[src/rtl/nn_epoch_sequencer_if.sv]
// Bus bundle between the epoch sequencer and the network phase controller.
// The sequencer takes the master view; the controller side (or a bench) takes slave.
interface nn_epoch_sequencer_if #(
    parameter int unsigned ADDR_W  = 6,
    parameter int unsigned EPOCH_W = 8
);
    logic               start;
    logic               abort;
    logic               S_Train;
    logic               S_Error;
    logic               err_flag;
    logic               TR;
    logic               VL;
    logic [ADDR_W-1:0]  sample_addr;
    logic [EPOCH_W-1:0] epoch;
    logic [ADDR_W-1:0]  err_count;
    logic [ADDR_W-1:0]  epoch_err;
    logic               epoch_done;
    logic               busy;
    logic               done;
    logic               converged;
    logic               timeout_err;

    modport master (
        input  start, abort, S_Train, S_Error, err_flag,
        output TR, VL, sample_addr, epoch, err_count, epoch_err, epoch_done,
               busy, done, converged, timeout_err
    );

    modport slave (
        output start, abort, S_Train, S_Error, err_flag,
        input  TR, VL, sample_addr, epoch, err_count, epoch_err, epoch_done,
               busy, done, converged, timeout_err
    );
endinterface

[src/rtl/nn_epoch_sequencer.sv]
// Epoch sequencer: walks the training then validation samples, launches TR/VL
// pulses, tallies validation errors per epoch and stops on convergence, epoch
// limit, abort or watchdog timeout. All outputs are registered.
module nn_epoch_sequencer #(
    parameter int unsigned N_TRAIN = 16,
    parameter int unsigned N_VALID = 4,
    parameter int unsigned N_EPOCH = 8,
    parameter int unsigned ADDR_W  = 6,
    parameter int unsigned EPOCH_W = 8,
    parameter int unsigned TIMEOUT = 64
) (
    input logic                  clk,
    input logic                  rst,
    nn_epoch_sequencer_if.master bus
);
    localparam int unsigned WD_W = (TIMEOUT > 2) ? $clog2(TIMEOUT) : 1;

    localparam logic [ADDR_W-1:0]  LAST_T   = ADDR_W'(N_TRAIN - 1);
    localparam logic [ADDR_W-1:0]  FIRST_V  = ADDR_W'(N_TRAIN);
    localparam logic [ADDR_W-1:0]  LAST_V   = ADDR_W'(N_TRAIN + N_VALID - 1);
    localparam logic [EPOCH_W-1:0] LAST_E   = EPOCH_W'(N_EPOCH - 1);
    localparam logic [WD_W-1:0]    WD_LIMIT = WD_W'(TIMEOUT - 1);

    typedef enum logic [2:0] {
        StIdle,
        StTrainIssue,
        StTrainWait,
        StValidIssue,
        StValidWait,
        StEpochEnd,
        StDone,
        StFault
    } state_t;

    state_t            state;
    logic [WD_W-1:0]   watchdog;
    logic [ADDR_W-1:0] err_inc;

    // Error count plus the current misclassification flag, saturating at all-ones.
    always_comb begin
        err_inc = bus.err_count;
        if (bus.err_flag && (bus.err_count != '1)) begin
            err_inc = bus.err_count + ADDR_W'(1);
        end
    end

    // Sequencer FSM; every output is a register updated alongside the state.
    always_ff @(posedge clk or posedge rst) begin
        if (rst) begin
            state           <= StIdle;
            watchdog        <= '0;
            bus.TR          <= 1'b0;
            bus.VL          <= 1'b0;
            bus.sample_addr <= '0;
            bus.epoch       <= '0;
            bus.err_count   <= '0;
            bus.epoch_err   <= '0;
            bus.epoch_done  <= 1'b0;
            bus.busy        <= 1'b0;
            bus.done        <= 1'b0;
            bus.converged   <= 1'b0;
            bus.timeout_err <= 1'b0;
        end else begin
            bus.TR         <= 1'b0;
            bus.VL         <= 1'b0;
            bus.epoch_done <= 1'b0;
            bus.done       <= 1'b0;
            // busy is high in exactly the abortable states; abort beats completions
            if (bus.abort && bus.busy) begin
                bus.busy <= 1'b0;
                state    <= StIdle;
            end else begin
                unique case (state)
                    StIdle, StFault: begin
                        if (bus.start) begin
                            bus.sample_addr <= '0;
                            bus.epoch       <= '0;
                            bus.err_count   <= '0;
                            bus.converged   <= 1'b0;
                            bus.timeout_err <= 1'b0;
                            bus.busy        <= 1'b1;
                            bus.TR          <= 1'b1;
                            state           <= StTrainIssue;
                        end
                    end
                    StTrainIssue: begin
                        watchdog <= '0;
                        state    <= StTrainWait;
                    end
                    StTrainWait: begin
                        if (bus.S_Train) begin
                            if (bus.sample_addr == LAST_T) begin
                                bus.sample_addr <= FIRST_V;
                                bus.VL          <= 1'b1;
                                state           <= StValidIssue;
                            end else begin
                                bus.sample_addr <= bus.sample_addr + ADDR_W'(1);
                                bus.TR          <= 1'b1;
                                state           <= StTrainIssue;
                            end
                        end else if (watchdog == WD_LIMIT) begin
                            bus.timeout_err <= 1'b1;
                            bus.busy        <= 1'b0;
                            state           <= StFault;
                        end else begin
                            watchdog <= watchdog + WD_W'(1);
                        end
                    end
                    StValidIssue: begin
                        watchdog <= '0;
                        state    <= StValidWait;
                    end
                    StValidWait: begin
                        if (bus.S_Error) begin
                            bus.err_count <= err_inc;
                            if (bus.sample_addr == LAST_V) begin
                                bus.epoch_err  <= err_inc;
                                bus.epoch_done <= 1'b1;
                                state          <= StEpochEnd;
                            end else begin
                                bus.sample_addr <= bus.sample_addr + ADDR_W'(1);
                                bus.VL          <= 1'b1;
                                state           <= StValidIssue;
                            end
                        end else if (watchdog == WD_LIMIT) begin
                            bus.timeout_err <= 1'b1;
                            bus.busy        <= 1'b0;
                            state           <= StFault;
                        end else begin
                            watchdog <= watchdog + WD_W'(1);
                        end
                    end
                    StEpochEnd: begin
                        if ((bus.err_count == '0) || (bus.epoch == LAST_E)) begin
                            bus.converged <= (bus.err_count == '0);
                            bus.done      <= 1'b1;
                            bus.busy      <= 1'b0;
                            state         <= StDone;
                        end else begin
                            bus.epoch       <= bus.epoch + EPOCH_W'(1);
                            bus.sample_addr <= '0;
                            bus.err_count   <= '0;
                            bus.TR          <= 1'b1;
                            state           <= StTrainIssue;
                        end
                    end
                    StDone: begin
                        state <= StIdle;
                    end
                endcase
            end
        end
    end
endmodule

[src/flat_wrapper.sv]
// flat-port wrapper written by rule: the top's interface ports become plain ports
module nn_epoch_sequencer_flat 
#(
    parameter int unsigned N_TRAIN = 16,
    parameter int unsigned N_VALID = 4,
    parameter int unsigned N_EPOCH = 8,
    parameter int unsigned ADDR_W  = 6,
    parameter int unsigned EPOCH_W = 8,
    parameter int unsigned TIMEOUT = 64
)
  (clk, rst, bus_start, bus_abort, bus_S_Train, bus_S_Error, bus_err_flag, bus_TR, bus_VL, bus_sample_addr, bus_epoch, bus_err_count, bus_epoch_err, bus_epoch_done, bus_busy, bus_done, bus_converged, bus_timeout_err);
  nn_epoch_sequencer_if #(.ADDR_W(ADDR_W), .EPOCH_W(EPOCH_W)) bus_i ();
  input logic clk;
  input logic rst;
  input wire logic [$bits(bus_i.start)-1:0] bus_start;
  input wire logic [$bits(bus_i.abort)-1:0] bus_abort;
  input wire logic [$bits(bus_i.S_Train)-1:0] bus_S_Train;
  input wire logic [$bits(bus_i.S_Error)-1:0] bus_S_Error;
  input wire logic [$bits(bus_i.err_flag)-1:0] bus_err_flag;
  output wire logic [$bits(bus_i.TR)-1:0] bus_TR;
  output wire logic [$bits(bus_i.VL)-1:0] bus_VL;
  output wire logic [$bits(bus_i.sample_addr)-1:0] bus_sample_addr;
  output wire logic [$bits(bus_i.epoch)-1:0] bus_epoch;
  output wire logic [$bits(bus_i.err_count)-1:0] bus_err_count;
  output wire logic [$bits(bus_i.epoch_err)-1:0] bus_epoch_err;
  output wire logic [$bits(bus_i.epoch_done)-1:0] bus_epoch_done;
  output wire logic [$bits(bus_i.busy)-1:0] bus_busy;
  output wire logic [$bits(bus_i.done)-1:0] bus_done;
  output wire logic [$bits(bus_i.converged)-1:0] bus_converged;
  output wire logic [$bits(bus_i.timeout_err)-1:0] bus_timeout_err;
  assign bus_i.start = bus_start;
  assign bus_i.abort = bus_abort;
  assign bus_i.S_Train = bus_S_Train;
  assign bus_i.S_Error = bus_S_Error;
  assign bus_i.err_flag = bus_err_flag;
  assign bus_TR = bus_i.TR;
  assign bus_VL = bus_i.VL;
  assign bus_sample_addr = bus_i.sample_addr;
  assign bus_epoch = bus_i.epoch;
  assign bus_err_count = bus_i.err_count;
  assign bus_epoch_err = bus_i.epoch_err;
  assign bus_epoch_done = bus_i.epoch_done;
  assign bus_busy = bus_i.busy;
  assign bus_done = bus_i.done;
  assign bus_converged = bus_i.converged;
  assign bus_timeout_err = bus_i.timeout_err;
  nn_epoch_sequencer #(.N_TRAIN(N_TRAIN), .N_VALID(N_VALID), .N_EPOCH(N_EPOCH), .ADDR_W(ADDR_W), .EPOCH_W(EPOCH_W), .TIMEOUT(TIMEOUT)) u_core (.clk(clk), .rst(rst), .bus(bus_i));
endmodule
[config.mk]
export PLATFORM = sky130hd
export DESIGN_NAME = nn_epoch_sequencer_flat
export DESIGN_NICKNAME = d
export VERILOG_FILES = /design/src/rtl/nn_epoch_sequencer_if.sv /design/src/rtl/nn_epoch_sequencer.sv /design/src/flat_wrapper.sv
export SDC_FILE = /design/constraint.sdc
export NUM_CORES = 1
export LEC_CHECK = 0
export ABC_AREA = 1
export CORE_ASPECT_RATIO = 1.2
export CORE_UTILIZATION = 55
export DETAILED_ROUTE_END_ITERATION = 10
export DONT_BUFFER_PORTS = 1
export PLACE_DENSITY = 0.7
export SLEW_MARGIN = 10
export SYNTH_ARGS = -nofsm -noshare
export SYNTH_HDL_FRONTEND = slang
export SYNTH_SLANG_ARGS = --single-unit
[constraint.sdc]
create_clock -name clk -period 2.3 [get_ports clk]
set_input_delay 0.46 -clock clk [delete_from_list [all_inputs] [get_ports clk]]
set_output_delay 0.46 -clock clk [all_outputs]
set_load 0.005 [all_outputs]
==> key figures <==
STA
  • Setup Skew: 11.0 ps
  • RSZ-0062 raised after global routing: false
  • Final Cycle Share: 83.4%
  • Rel. slew slack: 71.6%
  • Count of final hold-check violations: 0
  • Worst-Margin Slew: 426 ps
  • Highest clock rate: 521 MHz
  • Setup TNS: 0 ps
  • Minimum clock period: 1920 ps
  • Final Max Tran Viols: 0
  • Final setup violation count: 0

Critical path
  • FF-to-FF End: u_core.bus.epoch[5]$_DFFE_PP0P_
  • Setup CP Type: flip-flop to flip-flop
  • Critical Path Fanout Max: 12
  • Critical Path RT: 2490 ps
  • Worst Setup Start Kind: flip-flop
  • R2R cell count: 8
  • FF-to-FF setup slack: 380 ps
  • Worst Path Arrival: 2110 ps
  • Worst Setup End Kind: flip-flop
  • Reg2reg start: u_core.bus.err_count[0]$_DFFE_PP0P_

Logic synthesis
  • Post-Synth Adder-Cell Area: 2.24%
  • Post-synthesis mux area share: 0%
  • Post-Syn Area: 2800 um2
  • Mean post-synth cell area: 7.00 um2
  • Simple logic cell fraction of the synthesized area: 43.4%
  • Post-synth cell types: 35
  • Yosys top cell area share: 37.6%
  • Seq/Total Area, Yosys: 37.6%
  • Main synth FF type: dfrtp_1
  • Syn Nets: 412
  • Synth area leader: dfrtp_1
  • Post-synthesis async set-or-reset flop share: 100%
  • Gate Count Post-Synth: 400
  • Synth warnings: 0
  • Synth Area in XOR/XNOR: 3.44%
  • EDFF count, synth: 0
  • Largest family of logic cells by synthesized area: simple AND/OR/NAND/NOR gates
  • #FFs+latches synth: 42
  • Synth top area cells: dfrtp_1, nand2_1, nand3_1, nor2_1, inv_1
  • Post-synthesis compound-gate area fraction: 5.14%

Finish
  • Final Non-Filler Cells: 465
  • Final #Nets: 416
  • Commonest cells after routing, fill and taps aside: nand2_1, nor2_1, dfrtp_1, inv_1, nand3_1
  • Commonest non-fill, non-tap cell in the layout: nand2_1
  • # diodes: 0
  • Area delta synth->final: 5.05%
  • Fraction of layout cells with a size suffix above 1: 11.1%
  • Fillers: 490

Route
  • DR pass1 iterations: 4
  • Antenna Nets Post-Route: 0
  • Routed wire length: 6.27 mm
  • 1st-iter DRT viols: 217
  • DRC viols: 0
  • DR vias/cell: 5.37
  • WL/cell: 13.5 um
  • Vias: 2498

Clock network
  • Number of buffers created by CTS: 5
  • Worst-Skew Late Latency: 300 ps
  • Setup bufs post-CTS: 0
  • CTS Sinks: 42
  • CTS tree: done
  • Root Buffer: clkbuf_8
  • Post-cts resize count: 0
  • Max clock buf depth: 2
  • CTS hold repair buffers: 0
  • Reg clk slew, reported paths: 80 ps
  • Htree depth: 2

Job
  • # Max-Cap Violations: 0

Global route
  • Vias in the first global route: 2363
  • Initial antenna violation count: 0
  • Total gr overflow: 0
  • Largest net degree at the start of global routing: 18
  • Aggregate global-route resource usage: 25.9%
  • First-pass GRT wire length: 10.7 mm

Floorplanning
  • I/O Pins: 40
  • Core area: 4900 um2
  • Chip width: 67.1 um
  • Die Y-Extent: 80.1 um
  • Initial Utilization: 57.1%
  • Rows: 28
  • Die area: 5380 um2

Placement
  • HPWL after DPL: 4.74 mm
  • I/O Buffers: 0
  • Placed Cells: 457
  • RD Place Congestion: 0.903

Power
  • Leakage: 1.64 nW
  • Worst VDD drop: 0.500 mV
  • Pwr dens: 938 nW/um2

Run status
  • Status: completed

Worst hold path
  • Worst hold path class: input port to async pin
-- area by class of cell --
class                   instances  area, um2  share of cell area, %
multi-input cells             306       1520                   51.6
repair buffers                  3       22.5                  0.766
well taps                      60       75.1                   2.55
clock inverters                 2       12.5                  0.426
flip-flops and latches         42       1050                   35.7
clock buffers                   6       82.6                   2.81
inverters                      46        180                   6.13
-- logic make-up after synthesis --
| group | after synthesis |
|---|---|
| compound gates | 21 |
| xor+xnor | 11 |
| fa+ha+maj | 5 |
| buf+inv | 52 |
| flops | 42 |
| simple gates | 269 |
-- where the power goes --
part | total, mW | switching (mW) | internal (mW)
combinational | 1.24 | 0.854 | 0.384
clock | 0.506 | 0.265 | 0.242
sequential | 1.01 | 0.166 | 0.849
-- metrics by stage --
stage	cell area [um2]	total power, mW	hold slack, ps	utilization (%)	setup WS, ps
floorplan	2800	2.05	464	-	807
detailed placement	2850	2.26	356	58.0	414
global placement	2850	2.24	341	58.0	505
CTS	2940	2.77	28.3	59.9	400
global route	2940	2.99	44.6	59.9	216
finish	2940	2.76	18.4	59.9	382
-- cells in the mapped netlist (all sizes together) (5+ instances only) --
master    n
nand2   160
nor2     50
inv      45
dfrtp    42
nand3    39
o21ai    14
nand4    10
xor2      8
buf       6
ha        5
nor3      5
-- how the worst max path moves through the flow --
| stage | start | endpoint | cells after the start |
|---|---|---|---|
| finish | u_core.bus.err_count[0]$_DFFE_PP0P_ | u_core.bus.epoch[5]$_DFFE_PP0P_ | 8 |
| global route | u_core.bus.err_count[0]$_DFFE_PP0P_ | u_core.bus.epoch[2]$_DFFE_PP0P_ | 8 |
| CTS | u_core.bus.err_count[0]$_DFFE_PP0P_ | u_core.bus.epoch[5]$_DFFE_PP0P_ | 8 |
| detailed placement | u_core.bus.err_count[0]$_DFFE_PP0P_ | u_core.bus.epoch[5]$_DFFE_PP0P_ | 8 |
| global placement | u_core.bus.err_count[0]$_DFFE_PP0P_ | u_core.bus.epoch[1]$_DFFE_PP0P_ | 8 |
| floorplan | u_core.bus.err_count[0]$_DFFE_PP0P_ | u_core.bus.epoch[2]$_DFFE_PP0P_ | 8 |
-- layer usage --
layer  up-vias  GRT usage [%]  part of all wire [%]
li1       1260              -                     -
met1      1178           32.3                    44
met2        52           45.3                    51
met3         8           4.40                   4.1
met4         0           6.81                   1.2
met5         -              0                     0
-- worst max-delay path, cell delays in order, from the launching register on --
cell and delay (ps):
dfrtp_1 460, inv_1 120, ha_1 210, nand3_1 150, o21ai_2 120, a21oi_4 370, nand2_2 210, nand2_1 110
nand2_1 60
-- registers in the layout (all words and copies together), names as in the netlist, 3 cells and up --
register,count
u_core.state,3
u_core.bus.epoch,8
u_core.bus.err_count,6
u_core.bus.epoch_err,6
u_core.watchdog,6
u_core.bus.sample_addr,6
No activity file was read; power rests on OpenSTA's default activity.
